**config.mk**
```make
export PLATFORM = sky130hd
export DESIGN_NAME = serial_frame_tx
export DESIGN_NICKNAME = d
export VERILOG_FILES = /design/src/rtl/serial_tx_pkg.sv /design/src/rtl/bit_tick_gen.sv /design/src/rtl/serial_frame_tx.sv
export SDC_FILE = /design/constraint.sdc
export NUM_CORES = 1
export LEC_CHECK = 0
export BUFFER_PORTS_ARGS = -buffer_cell sky130_fd_sc_hd__clkbuf_2
export CORE_MARGIN = 2
export CORE_UTILIZATION = 30
export CTS_CLUSTER_DIAMETER = 200
export DETAILED_ROUTE_END_ITERATION = 10
export GPL_ROUTABILITY_DRIVEN = 0
export GPL_TIMING_DRIVEN = 1
export SETUP_SLACK_MARGIN = 0.3
export SKIP_LAST_GASP = 1
export SLEW_MARGIN = 10
export SYNTH_ARGS = -nofsm -noshare
export SYNTH_HDL_FRONTEND = slang
export SYNTH_SLANG_ARGS = --single-unit
```
**constraint.sdc**
```tcl
create_clock -name clk -period 8 [get_ports clk]
set_clock_uncertainty 0.15 [all_clocks]
set_input_delay 1.6 -clock clk [delete_from_list [all_inputs] [get_ports clk]]
set_output_delay 1.6 -clock clk [all_outputs]
set_load 0.005 [all_outputs]
```
**src/rtl/serial_tx_pkg.sv**
```systemverilog
// Shared definitions for the serial frame transmitter: FSM state encodings,
// the length-field width helper and the per-frame length clamp.
package serial_tx_pkg;

    localparam logic [1:0] ST_IDLE   = 2'd0;
    localparam logic [1:0] ST_SHIFT  = 2'd1;
    localparam logic [1:0] ST_PARITY = 2'd2;
    localparam logic [1:0] ST_DONE   = 2'd3;

    // Bits needed to hold a length value from 0 up to and including width.
    function automatic int lenFieldWidth(input int width);
        return $clog2(width + 1);
    endfunction

    // A requested length of 0, or anything wider than the word, means "send the full word".
    function automatic int unsigned clampLen(input int unsigned len, input int unsigned width);
        if (len == 0 || len > width) begin
            return width;
        end
        return len;
    endfunction

endpackage

```
**src/rtl/bit_tick_gen.sv**
```systemverilog
// Bit-period clock-enable generator: a loadable down-counter that pulses
// tick_o once every load_i+1 cycles while enabled.
module bit_tick_gen #(
    parameter int DIV_W = 16
) (
    input  logic             clk,
    input  logic             reset,
    input  logic             start_i,
    input  logic             en_i,
    input  logic [DIV_W-1:0] load_i,
    output logic             tick_o
);

    logic [DIV_W-1:0] cnt_q;
    logic [DIV_W-1:0] reload_q;

    assign tick_o = en_i && (cnt_q == '0);

    // Capture the period on start, then count down and reload at every tick.
    always_ff @(posedge clk or posedge reset) begin
        if (reset) begin
            cnt_q    <= '0;
            reload_q <= '0;
        end else if (start_i) begin
            cnt_q    <= load_i;
            reload_q <= load_i;
        end else if (en_i) begin
            if (cnt_q == '0) begin
                cnt_q <= reload_q;
            end else begin
                cnt_q <= cnt_q - DIV_W'(1);
            end
        end
    end

endmodule

```
**src/rtl/serial_frame_tx.sv**
```systemverilog
// Single-clock serial frame transmitter. Accepts a word over valid/ready and
// shifts len bits out on dout, LSB- or MSB-first, each bit held div+1 cycles.
// Optional even-parity bit after the data: define SERIAL_FRAME_TX_PARITY_EN.
module serial_frame_tx
    import serial_tx_pkg::*;
#(
    parameter int WIDTH = 32,
    parameter int LEN_W = lenFieldWidth(WIDTH),
    parameter int DIV_W = 16
) (
    input  logic             clk,
    input  logic             reset,
    input  logic [WIDTH-1:0] s_data,
    input  logic [LEN_W-1:0] s_len,
    input  logic             s_msb_first,
    input  logic             s_valid,
    output logic             s_ready,
    input  logic [DIV_W-1:0] div,
    output logic             dout,
    output logic             frame,
    output logic             tx_busy,
    output logic             tx_done
);

    logic [1:0]       state_q, state_d;
    logic [WIDTH-1:0] shift_q, shift_d;
    logic [LEN_W-1:0] bitsLeft_q, bitsLeft_d;
    logic             msbFirst_q, msbFirst_d;
    logic             dout_q, dout_d;
    logic             frame_q, frame_d;
    logic             busy_q, busy_d;
    logic             done_q, done_d;
    logic             ready_q, ready_d;
`ifdef SERIAL_FRAME_TX_PARITY_EN
    logic             parity_q, parity_d;
`endif

    logic             accept;
    logic             tick;
    logic [LEN_W-1:0] effLen;
    logic [LEN_W-1:0] alignShift;
    logic [WIDTH-1:0] loadWord;
    logic [WIDTH-1:0] shiftNext;

    // ready_q is only high in IDLE, so this is the sole capture point for the inputs.
    assign accept     = s_valid && ready_q;
    assign effLen     = LEN_W'(clampLen(32'(s_len), 32'(WIDTH)));
    // For MSB-first the word is pre-aligned so that bit len-1 sits at the top of the register.
    assign alignShift = LEN_W'(WIDTH) - effLen;
    assign loadWord   = s_msb_first ? (s_data << alignShift) : s_data;
    assign shiftNext  = msbFirst_q ? {shift_q[WIDTH-2:0], 1'b0} : {1'b0, shift_q[WIDTH-1:1]};

    bit_tick_gen #(
        .DIV_W (DIV_W)
    ) u_tick (
        .clk     (clk),
        .reset   (reset),
        .start_i (accept),
        .en_i    (busy_q),
        .load_i  (div),
        .tick_o  (tick)
    );

    // Frame sequencing: next state and next registered output values.
    always_comb begin
        state_d    = state_q;
        shift_d    = shift_q;
        bitsLeft_d = bitsLeft_q;
        msbFirst_d = msbFirst_q;
        dout_d     = dout_q;
        frame_d    = frame_q;
        busy_d     = busy_q;
        done_d     = 1'b0;
        ready_d    = ready_q;
`ifdef SERIAL_FRAME_TX_PARITY_EN
        parity_d   = parity_q;
`endif
        case (state_q)
            ST_IDLE: begin
                if (accept) begin
                    state_d    = ST_SHIFT;
                    shift_d    = loadWord;
                    bitsLeft_d = effLen - LEN_W'(1);
                    msbFirst_d = s_msb_first;
                    dout_d     = s_msb_first ? loadWord[WIDTH-1] : loadWord[0];
                    frame_d    = 1'b1;
                    busy_d     = 1'b1;
                    ready_d    = 1'b0;
`ifdef SERIAL_FRAME_TX_PARITY_EN
                    parity_d   = 1'b0;
`endif
                end
            end
            ST_SHIFT: begin
                if (tick) begin
`ifdef SERIAL_FRAME_TX_PARITY_EN
                    parity_d = parity_q ^ dout_q;
`endif
                    if (bitsLeft_q == '0) begin
`ifdef SERIAL_FRAME_TX_PARITY_EN
                        state_d = ST_PARITY;
                        dout_d  = parity_q ^ dout_q;
`else
                        state_d = ST_DONE;
                        dout_d  = 1'b0;
                        frame_d = 1'b0;
                        busy_d  = 1'b0;
                        done_d  = 1'b1;
`endif
                    end else begin
                        shift_d    = shiftNext;
                        bitsLeft_d = bitsLeft_q - LEN_W'(1);
                        dout_d     = msbFirst_q ? shiftNext[WIDTH-1] : shiftNext[0];
                    end
                end
            end
`ifdef SERIAL_FRAME_TX_PARITY_EN
            ST_PARITY: begin
                if (tick) begin
                    state_d = ST_DONE;
                    dout_d  = 1'b0;
                    frame_d = 1'b0;
                    busy_d  = 1'b0;
                    done_d  = 1'b1;
                end
            end
`endif
            ST_DONE: begin
                state_d = ST_IDLE;
                ready_d = 1'b1;
            end
            default: begin
                state_d = ST_IDLE;
                dout_d  = 1'b0;
                frame_d = 1'b0;
                busy_d  = 1'b0;
                ready_d = 1'b1;
            end
        endcase
    end

    // State and output registers; reset aborts any frame in progress.
    always_ff @(posedge clk or posedge reset) begin
        if (reset) begin
            state_q    <= ST_IDLE;
            shift_q    <= '0;
            bitsLeft_q <= '0;
            msbFirst_q <= 1'b0;
            dout_q     <= 1'b0;
            frame_q    <= 1'b0;
            busy_q     <= 1'b0;
            done_q     <= 1'b0;
            ready_q    <= 1'b1;
`ifdef SERIAL_FRAME_TX_PARITY_EN
            parity_q   <= 1'b0;
`endif
        end else begin
            state_q    <= state_d;
            shift_q    <= shift_d;
            bitsLeft_q <= bitsLeft_d;
            msbFirst_q <= msbFirst_d;
            dout_q     <= dout_d;
            frame_q    <= frame_d;
            busy_q     <= busy_d;
            done_q     <= done_d;
            ready_q    <= ready_d;
`ifdef SERIAL_FRAME_TX_PARITY_EN
            parity_q   <= parity_d;
`endif
        end
    end

    assign dout    = dout_q;
    assign frame   = frame_q;
    assign tx_busy = busy_q;
    assign tx_done = done_q;
    assign s_ready = ready_q;

endmodule
```
# Word level (Yosys, flattened, before mapping)
# Index checks and enable logic that the tools add are counted.
word_totals:
  mem_bits_rw: 0
  rom_bits: 0
  wordCells: 74
  memories: 0
  in_bits: 58
  latchBits: 0
  reg_bits: 77
  out_inout_bits: 5
op_classes:
  shift: 1
  addsub: 4
  n_eq_ne: 6
  magnitude_cmp: 1
  muxes: 35
  n_mul: 0
  bitwise: 2
  n_reduce_logical: 15
  div_mod_pow: 0
op_table:
  columns: ["cell", "count"]
  rows:
  - ["$mux W32", 5]
  - ["$pmux W32 S2", 1]
  - ["$mux W16", 3]
  - ["$shl A32 B6 Y32", 1]
  - ["$mux W6", 5]
  - ["$logic_not A16 Y1", 1]
  - ["$sub A16 B1 Y16 const B", 1]
  - ["$mux W1", 13]
  - ["$logic_not A6 Y1", 2]
  - ["$pmux W6 S2", 1]
  - ["$sub A6 B1 Y6 const B", 2]
  - ["$ne A2 B2 Y1 const B", 4]
  - ["$reduce_and A4 Y1", 2]
  - ["$gt A6 B6 Y1 const B", 1]
  - ["$mux W2", 3]
  - ["$pmux W1 S3", 2]
  - ["$reduce_and A3 Y1", 2]
  - ["$sub A6 B6 Y6 const A", 1]
  - ["$pmux W2 S2", 1]
  - ["$reduce_and A2 Y1", 2]
  - ["$reduce_bool A2 Y1", 2]
  - ["$eq A2 B1 Y1 const B", 1]
  - ["$eq A2 B2 Y1 const B", 1]
  - ["$logic_and A1 B1 Y1", 2]
  - ["other kinds (4)", 5]

# Depth between registers and ports, before layout
# Gate-level depths: netlist (run 1).
logic_depth:
  depth_word: 10
  ltp_mapped: 15
  depth_no_buf: 9

# By module
# From an unflattened synthesis (run 1), not the netlist that was laid out.
unflattened:
  hier_cells: 760
  area_unflattened_um2: 6940.4
modules_own_cells:
  columns: ["mod", "cells_each", "seq_area_each_um2", "instances", "area_per_inst_um2"]
  rows:
  - ["serial_frame_tx", 572, 1127.3, 1, 5094.9]
  - ["bit_tick_gen", 188, 800.8, 1, 1845.5]

# Least setup slack after synthesis (run 1)
# OpenSTA, ideal clock, no wires.
synth_timing:
  kind: "input to register"
  start: "in s_len[5]"
  end: "reg shift_q[19]"
  path_slack_ps: 3771
  setup_ps: 136
  n_path_buf: 5
  arrival_ps: 3943
  t_required_ps: 7714
  stages: 14
  cell_sequence: "buf_2 > nor2b_2 > buf_6 > inv_2 > buf_2 > ha_1 > buf_2 > buf_2 > mux2i_1 > mux2i_1 > mux2i_1 > o22ai_1 > a2111oi_0 > o21ai_0"
synth_between:
  elab_chain_cells: 9
  elab_cells_between_ends: 11
  classes_between: "add/sub (1); order compare (1); shift (1); mux (6); reduce/logical (2)"
synth_rtl:
  columns: ["element", "line_no", "rtl"]
  rows:
  - ["start: declaration", "serial_frame_tx.sv:14", "input logic [LEN_W-1:0] s_len,"]
  - ["$gt A6 B6 Y1 or $logic_not A6 Y1 (tied branches)", "serial_tx_pkg.sv:17", "if (len == 0 || len > width) begin"]
  - ["$logic_or A1 B1 Y1", "serial_tx_pkg.sv:17", null]
  - ["$mux W1 or $mux W6 (tied branches)", "serial_tx_pkg.sv:17", null]
  - ["$mux W6 (*)", "serial_tx_pkg.sv:20", "return len;"]
  - ["$sub A6 B6 Y6 (*)", "serial_frame_tx.sv:49", "assign alignShift = LEN_W'(WIDTH) - effLen;"]
  - ["$shl A32 B6 Y32 (*)", "serial_frame_tx.sv:50", "assign loadWord = s_msb_first ? (s_data << alignShift) : s_data;"]
  - ["$mux W32 (*)", "serial_frame_tx.sv:50", null]
  - ["$mux W32 (*)", "serial_frame_tx.sv:80", "if (accept) begin"]
  - ["$pmux W32 S2 (*)", "serial_frame_tx.sv:78", "case (state_q)"]
  - ["end signal: assignment", "serial_frame_tx.sv:159", "shift_q <= shift_d;"]
  - ["end: declaration", "serial_frame_tx.sv:26", "logic [WIDTH-1:0] shift_q, shift_d;"]
# Every way passes the cells marked *; elsewhere a longest branch is shown, timed or not. The select of a mux whose other input is x is not followed.
# A chain may end at the register's enable or synchronous reset.

# Worst setup path in the final report (run 1)
layout_timing:
  start: "in s_len[0]"
  end: "reg shift_q[26]"
# The elaborated chain is that of the path after synthesis.

==> results of run 1 <==
[power by group through the flow]
stage               clock network, uW  registers (uW)  logic, uW
floorplan                           0             652        541
global placement                    0             703        656
detailed placement                  0             706        666
CTS                               429             700        671
global route                      447             726        752
finish                            420             702        677
[per-layer routing]
layer,wire length (um),share of wire (%),up-vias
li1,-,-,2808
met1,8720,46,2860
met2,8290,43,301
met3,1670,8.7,42
met4,457,2.4,0
met5,0,0,-
[sequential cells by signal (all words and copies together) (netlist names)]
| name | count |
|---|---|
| bitsLeft_q | 6 |
| dout | 1 |
| msbFirst_q | 1 |
| s_ready | 1 |
| shift_q | 32 |
| state_q | 2 |
| tx_busy | 1 |
| tx_done | 1 |
| u_tick.cnt_q | 16 |
| u_tick.reload_q | 16 |
[layout make-up]
cell class,instances,area [sq um],area share (%)
Sequential cell,77,1930,27.7
Tap cell,270,338,4.85
Inverter,15,57.6,0.827
Clock buffer,10,229,3.29
Clock inverter,6,68.8,0.988
Timing Repair Buffer,73,393,5.64
Multi-Input combinational cell,597,3950,56.7
[metrics by stage]
step	hold WS (ps)	worst slack (ps)	util (%)
after floorplan	290	3770	-
after CTS	329	2890	34.3
after global placement	312	2590	32.8
final	329	2760	34.3
after global routing	356	2530	34.3
after detailed placement	313	2530	32.8
[worst max path at each step]
stage,startpoint,end
finish,s_len[0],shift_q[26]
global route,s_len[0],shift_q[14]
CTS,s_len[5],shift_q[19]
detailed placement,s_len[5],shift_q[19]
global placement,s_len[5],shift_q[14]
floorplan,s_len[5],shift_q[19]
[cells by family after synthesis]
logic type / synth area share (%)
flops: 31.0
xor+xnor: 0.967
buf+inv: 5.78
mux: 20.2
fa+ha+maj: 0.806
compound gates: 23.0
simple gates: 18.2
[cells in the mapped netlist, drive strengths merged (2+ instances only)]
library cell and instances:
a22o 7, o31ai 6, clkbuf 31, o211a 2
o21ai 56, and2 2, dfrtp 76, ha 4
xnor2 3, nor2b 3, and3 4, o21a 2
nand3 25, nand2 117, nor4 7, buf 29
nor2 50, or2 3, a211oi 6, nor3b 4
mux4 6, a21o 2, nand4 3, a221oi 5
o22ai 9, xor2 3, o2bb2ai 3, a221o 3
a21oi 71, o221ai 7, mux2 15, o211ai 9
nor3 12, a211o 5, a311oi 8, inv 15
a31oi 18, mux2i 95, nand2b 7
[worst max-delay path: stages]
cell and delay [ps]:
clkbuf_2 140, nor2b_2 140, buf_4 330, inv_2 320, ha_1 970, buf_4 390, mux2i_1 360, mux2i_1 170
mux2i_1 240, o22ai_1 140, nor4_1 340, o21ai_0 150
==> impl_metrics.tcl, run 1 <==
set metrics [dict create \
    outcome "complete, no violations" \
    htree_levels 3 \
    final_cells 1048 \
    final_nets 835 \
    cp_max_fo 24 \
    insertion_delay_ps 340 \
    cp_data_required_time_ps 8050 \
    end_kind "flip-flop" \
    place_inst 1032 \
    startpoint_type "primary input" \
    grt_usage_pct 17.4 \
    cts_root_buffer "clkbuf_16" \
    drtPass1Iterations 6 \
    use_met2_pct 26.4 \
    use_met1_pct 25.1 \
    tightestPinTransition_ps 1170 \
    grt_pass1_vias 5577 \
    yosysWarningCount 0 \
    placed_area_sq_mm 0.00667 \
    setup_viol 0 \
    min_from "u_tick.reload_q[15]" \
    via_per_inst 5.74 \
    hold_end "u_tick.reload_q[15]" \
    syn_to_final_growth_pct 12.1 \
    p_clk_share_pct 23.4 \
    p_switching_uw 709 \
    numClockSinks 77 \
    layout_common_cells "nand2_1, mux2i_1, dfrtp_1" \
    ys_ff_latch 77 \
    cts_max_path_buffers 2 \
    reg2reg_to "shift_q[0]" \
    synth_edf_count 0 \
    hpwl_um 13500 \
    antenna_found_initial 0 \
    grt_overflow_total 0 \
    port_buffers 62 \
    synthCells 749 \
    wl_per_cell_um 18.3 \
    stdcell_area_sq_mm 0.00696 \
    tns_ps 0 \
    path_clk_slew_ps 60 \
    comb_power_share_pct 37.6 \
    die_x_um 148 \
    io_pins 63 \
    p_int_uw 1090 \
    postCtsHoldBufs 0 \
    fin_crit_ps 5240 \
    final_common_cell "nand2_1" \
    synth_ff_type "dfrtp_1" \
    grt_max_degree 78 \
    initial_core_util_pct 30.6 \
    switching_share_pct 39.4 \
    finalHoldViolCount 0 \
    slew_viol_final 0 \
    ys_top_cells_by_area "dfrtp_1, mux2i_1, nand2_1, a21oi_1, o21ai_0" \
    rows 52 \
    post_cts_resized 0 \
    seq_area_frac_synth_pct 31.0 \
    drive_gt1_share_pct 16.8 \
    synth_top_area_share_pct 30.6 \
    p_total_uw 1800 \
    cts_tree "done" \
    irDropWorstVdd_uv 115 \
    hp-class "flip-flop to flip-flop" \
    cts_buffers 9 \
    netlist.top_cell.by_area "dfrtp_1" \
    die_area_sq_mm 0.0219 \
    synth_cell_types 71 \
    critPathArrivalTime_ps 5300 \
    seq_power_share_pct 39.0 \
    grt_pass1_wl_um 30800 \
    maxSlewHeadroom_pct 22.0 \
    r2r_setup_slack_ps 4630 \
    first_iter_violations 804 \
    antenna_cells 0 \
    syn_avg_cell_area_sq_um 8.29 \
    min_path_cells 2 \
    async_reset_ff_share_pct 100 \
    syn-num-nets 811 \
    period_share_pct 65.5 \
    post-cts-setup-buffers 0 \
    regToRegStartpoint "s_ready" \
    cap_violations 0 \
    die_height_um 148 \
    fillers 2170 \
    route.detailed.drc 0 \
    synth.cell_area_sq_mm 0.00621 \
    rsz0062_at_grt "false" \
    grtUsageMet3_pct 3.67 \
    core_sq_mm 0.0203 \
    num_vias 6011 \
    powerDensity_mw_per_mm2 258 \
    drt-total-wl_um 19100 \
    leakagePower_uw 0.00304 \
    max_freq_ghz 0.191 \
    grt.busiest_layer "met2" \
    r2r_cells 7 \
    critPathKind "primary input to flip-flop" \
    ant_nets 0 \
]
No activity file was read; power rests on OpenSTA's default activity.
==> run 2: changes to the inputs <==
--- a/config.mk
+++ b/config.mk
@@ -5,6 +5,7 @@
 export SDC_FILE = /design/constraint.sdc
 export NUM_CORES = 1
 export LEC_CHECK = 0
+export ABC_AREA = 1
 export BUFFER_PORTS_ARGS = -buffer_cell sky130_fd_sc_hd__clkbuf_2
 export CORE_MARGIN = 2
 export CORE_UTILIZATION = 30
==> constraint.sdc (replaced) <==
create_clock -name clk -period 4.9 [get_ports clk]
set_clock_uncertainty 0.15 [all_clocks]
set_input_delay 0.98 -clock clk [delete_from_list [all_inputs] [get_ports clk]]
set_output_delay 0.98 -clock clk [all_outputs]
set_load 0.005 [all_outputs]
==> impl_metrics.tcl, run 2 <==
set metrics [dict create \
    die_height_um 151 \
    drtPass1Iterations 6 \
    first_iter_violations 471 \
    stdcell_area_sq_mm 0.00717 \
    postCtsHoldBufs 0 \
    num_vias 6628 \
    htree_levels 3 \
    cts_root_buffer "clkbuf_16" \
    setup_viol 0 \
    period_share_pct 74.3 \
    min_path_cells 2 \
    antenna_found_initial 0 \
    async_reset_ff_share_pct 100 \
    synth_top_area_share_pct 29.4 \
    placed_area_sq_mm 0.00684 \
    initial_core_util_pct 30.7 \
    cts_buffers 9 \
    core_sq_mm 0.0211 \
    r2r_cells 8 \
    layout_common_cells "nand2_1, inv_1, nand3_1" \
    hpwl_um 13900 \
    critPathArrivalTime_ps 3730 \
    reg_top3 "shift_q (32), u_tick.cnt_q (16), u_tick.reload_q (16)" \
    ant_nets 0 \
    final_common_cell "nand2_1" \
    grt_max_degree 75 \
    largest_reg_flops 32 \
    yosysWarningCount 0 \
    die_area_sq_mm 0.0228 \
    route.detailed.drc 0 \
    place_inst 1302 \
    syn_to_final_growth_pct 10.7 \
    grt_pass1_vias 6095 \
    rsz0062_at_grt "false" \
    wl_per_cell_um 14.4 \
    outcome "complete, no violations" \
    slew_viol_final 0 \
    max_freq_ghz 0.274 \
    whs_ps 325 \
    syn-num-nets 1078 \
    irDropWorstVdd_uv 183 \
    p_total_uw 1740 \
    largest-register "shift_q" \
    antenna_cells 0 \
    syn_avg_cell_area_sq_um 6.38 \
    port_buffers 62 \
    startpoint_type "primary input" \
    leakagePower_uw 0.00355 \
    finalHoldViolCount 0 \
    path_clk_slew_ps 70 \
    drive_gt1_share_pct 14.9 \
    critPathKind "primary input to flip-flop" \
    cp_max_fo 38 \
    netlist.top_cell.by_area "dfrtp_1" \
    tns_ps 0 \
    synth_ff_type "dfrtp_1" \
    die_x_um 151 \
    synth_common_cells "nand2_1, inv_1, nand3_1, dfrtp_1, o21ai_0" \
    synthCells 1016 \
    insertion_delay_ps 340 \
    cts_tree "done" \
    seq_area_frac_synth_pct 29.8 \
    cp_data_required_time_ps 4980 \
    rows 53 \
    grt_pass1_wl_um 31300 \
    end_kind "flip-flop" \
    hp-class "flip-flop to flip-flop" \
    ys_top_cells_by_area "dfrtp_1, nand2_1, nand3_1, inv_1, o21ai_0" \
    post_cts_resized 0 \
    via_per_inst 5.03 \
    synth.cell_area_sq_mm 0.00648 \
    final_nets 1100 \
    cts_max_path_buffers 2 \
    synth_cell_types 44 \
    synth_edf_count 0 \
    cap_violations 0 \
    fin_crit_ps 3640 \
    ys_ff_latch 77 \
    powerDensity_mw_per_mm2 242 \
    drt-total-wl_um 18900 \
    maxSlewHeadroom_pct 38.0 \
    grt_overflow_total 0 \
    post-cts-setup-buffers 0 \
    grt_usage_pct 17.2 \
    tightestPinTransition_ps 929 \
    synth_most_common_cell "nand2_1" \
    numClockSinks 77 \
    final_cells 1317 \
    io_pins 63 \
]
==> run 2: final cells by class <==
cell class | count | area, sq um
clock inverters | 5 | 85.1
fillers | 2331 | 13900
clock buffers | 10 | 239
repair buffers | 70 | 370
multi-input cells | 778 | 3820
flip-flops and latches | 77 | 1930
inverters | 102 | 384
well taps | 275 | 344
==> run 2: kinds of logic (layout without fill, tap and decap cells) <==
group	Yosys count	after routing	share of synthesized area [%]
buf+inv	161	187	11.3
simple gates	553	553	36.2
fa+ha+maj	4	4	0.773
flops	77	77	29.8
mux	2	2	0.309
compound gates	213	213	20.7
xor+xnor	6	6	0.927
==> run 2: through the flow <==
stage                     setup slack (ps)  util, %
final                                 1260     34.0
after floorplan                       1540        -
after global placement                1040     32.5
after detailed placement               994     32.5
after CTS                             1360     34.0
after global routing                  1020     34.0
==> run 2: worst paths after layout <==
path / endpoint / slack [ps] / start
min reg2reg: u_tick.reload_q[2] / 330 / u_tick.reload_q[2]
max: dout / 1260 / s_len[0]
min: u_tick.reload_q[2] / 330 / u_tick.reload_q[2]
max in group asynchronous: s_ready / 3000 / reset
max reg2reg: shift_q[27] / 1670 / state_q[1]
min in group asynchronous: shift_q[26] / 590 / reset
==> run 2: power breakdown <==
group | switching (uW) | internal [uW]
Clock | 275 | 459
Sequential | 0 | 636
Combinational | 259 | 108
Total | 534 | 1200
==> run 2: per-layer routing <==
| layer | up-vias | global-route usage (%) | routed length [um] |
|---|---|---|---|
| li1 | 3372 | - | - |
| met1 | 3032 | 23.6 | 8740 |
| met4 | 0 | 3.64 | 296 |
| met3 | 21 | 3.01 | 941 |
| met5 | - | 0 | 0 |
| met2 | 203 | 28.4 | 8930 |
==> run 2: critical path, cell delays in order <==
cell and delay [ps]:
clkbuf_2 210, nor2_4 160, nand3_2 110, nand2_1 90, nand2_2 80, nand2_1 90
ha_1 230, buf_4 210, inv_2 410, nand2_1 110, nand2_1 130, nand3_1 80
nand2_1 130, nand2_1 90, nand3_1 180, nand3_1 160, nand2_1 90, nand2_1 50
nand2_1 70, nand2_1 50
==> run 3: changes to the inputs <==
==> constraint.sdc (replaced) <==
create_clock -name clk -period 3.11 [get_ports clk]
set_clock_uncertainty 0.15 [all_clocks]
set_input_delay 0.622 -clock clk [delete_from_list [all_inputs] [get_ports clk]]
set_output_delay 0.622 -clock clk [all_outputs]
set_load 0.005 [all_outputs]
==> impl_metrics.tcl, run 3 (synthesis results as in run 2) <==
set metrics [dict create \
    largest-register "shift_q" \
    cpPeakStageDelay_ps 350 \
    grt_pass1_wl_um 31300 \
    setup_viol 0 \
    drive_gt1_share_pct 16.4 \
    grt_overflow_total 0 \
    cap_violations 0 \
    placed_area_sq_mm 0.00705 \
    maxSlewHeadroom_pct 33.1 \
    fillers 2335 \
    layout_common_cells "nand2_1, inv_1, nand3_1" \
    grt_usage_pct 17.3 \
    grt_max_degree 75 \
    die_area_sq_mm 0.0228 \
    cp_slowest_cell "ha_1" \
    drt-total-wl_um 18800 \
    multi_input_area_sq_mm 0.00382 \
    finalHoldViolCount 0 \
    period_share_pct 87.6 \
    core_sq_mm 0.0211 \
    crit_chain "clkbuf_2 > inv_2 > nor2_1 > nand3_1 > nand2_2 > nand2_1 > ha_1 > buf_4 > nand2_1 > o21ai_1 > nand3_1 > nand2_1 > nand2_1 > nand3_1 > nand3_1 > nand2_1 > nand2_1 > nand2_1 > nand2_1" \
    htree_levels 3 \
    grt_pass1_vias 6202 \
    numClockSinks 77 \
    max_freq_ghz 0.367 \
    crit_top_cell "nand2_1" \
    irDropWorstVdd_uv 238 \
    startpoint_type "primary input" \
    r2r_cells 12 \
    via_per_inst 4.96 \
    fin_crit_ps 2720 \
    dp_slack_ps 17.3 \
    io_pins 63 \
    critPathArrivalTime_ps 2800 \
    largest_reg_flops 32 \
    drtPass1Iterations 6 \
    hp-class "primary input to asynchronous set/reset pin" \
    initial_core_util_pct 30.7 \
    post-cts-setup-buffers 0 \
    port_buffers 62 \
    outcome "complete, no violations" \
    whs_ps 123 \
    slew_viol_final 0 \
    wl_per_cell_um 14.1 \
    rsz0062_at_grt "true" \
    die_height_um 151 \
    cp_data_required_time_ps 3190 \
    antenna_cells 0 \
    insertion_delay_ps 340 \
    path_clk_slew_ps 60 \
    tns_ps 0 \
    die_x_um 151 \
    ant_nets 0 \
    cts_max_path_buffers 2 \
    postCtsHoldBufs 0 \
    cts_tree "done" \
    finish.utilization_pct 34.7 \
    stdcell_area_sq_mm 0.00732 \
    timing.final.ws_setup_ps 386 \
    first_iter_violations 686 \
    route.detailed.drc 0 \
    powerDensity_mw_per_mm2 354 \
    final_common_cell "nand2_1" \
    num_vias 6620 \
    leakagePower_uw 0.00363 \
    syn_to_final_growth_pct 13.1 \
    final_nets 1119 \
    regArea_sq_mm 0.00193 \
    antenna_found_initial 0 \
    tightestPinTransition_ps 1000 \
    cp_max_fo 22 \
    reg_top3 "shift_q (32), u_tick.cnt_q (16), u_tick.reload_q (16)" \
    end_kind "flip-flop" \
    cts_buffers 9 \
    cts_root_buffer "clkbuf_16" \
    critPathKind "primary input to flip-flop" \
    post_cts_resized 0 \
    hpwl_um 14000 \
    rows 53 \
]
[run 3: through the flow]
stage	total power, uW	std cells
global placement	1630	1321
detailed placement	1630	1321
floorplan	1440	1016
global route	2720	1336
finish	2590	1336
CTS	2600	1336
[run 3: area by class of cell]
type / instances / share of cell area [%]
Clock buffer: 10 / 3.13
Clock inverter: 5 / 0.530
Inverter: 102 / 5.28
Multi-Input combinational cell: 778 / 52.2
Sequential cell: 77 / 26.3
Tap cell: 275 / 4.70
Timing Repair Buffer: 89 / 7.86
[run 3: report_power, final]
group	internal [uW]	switching [uW]
clock	537	430
sequential	1000	0
combinational	203	419
total	1740	848
[run 3: final timing paths]
path / startpoint / to / slack, ps
worst max-delay path: s_len[5] / dout / 390
worst min-delay path: reset / shift_q[21] / 120
worst max register to register: u_tick.cnt_q[0] / shift_q[14] / 560
worst min register to register: u_tick.reload_q[11] / u_tick.reload_q[11] / 320
max in group asynchronous: reset / s_ready / 2000
min in group clk: u_tick.reload_q[11] / u_tick.reload_q[11] / 320
[run 3: per-layer routing]
layer  global-route usage (%)  up-vias  part of all wire [%]
met2                     28.9      198                    47
met4                     3.69        0                   1.1
met3                     2.50       16                   4.6
met1                     23.7     2997                    48
li1                         -     3409                     -
met5                        0        -                     0
[run 3: worst max-delay path, delay by kind of cell]
kind | cells | cell delay [ps]
AND/OR/NAND/NOR | 14 | 1240
AO/OA/AOI/OAI | 1 | 140
buffers and inverters | 3 | 440
adder cells (fa/ha/maj) | 1 | 350
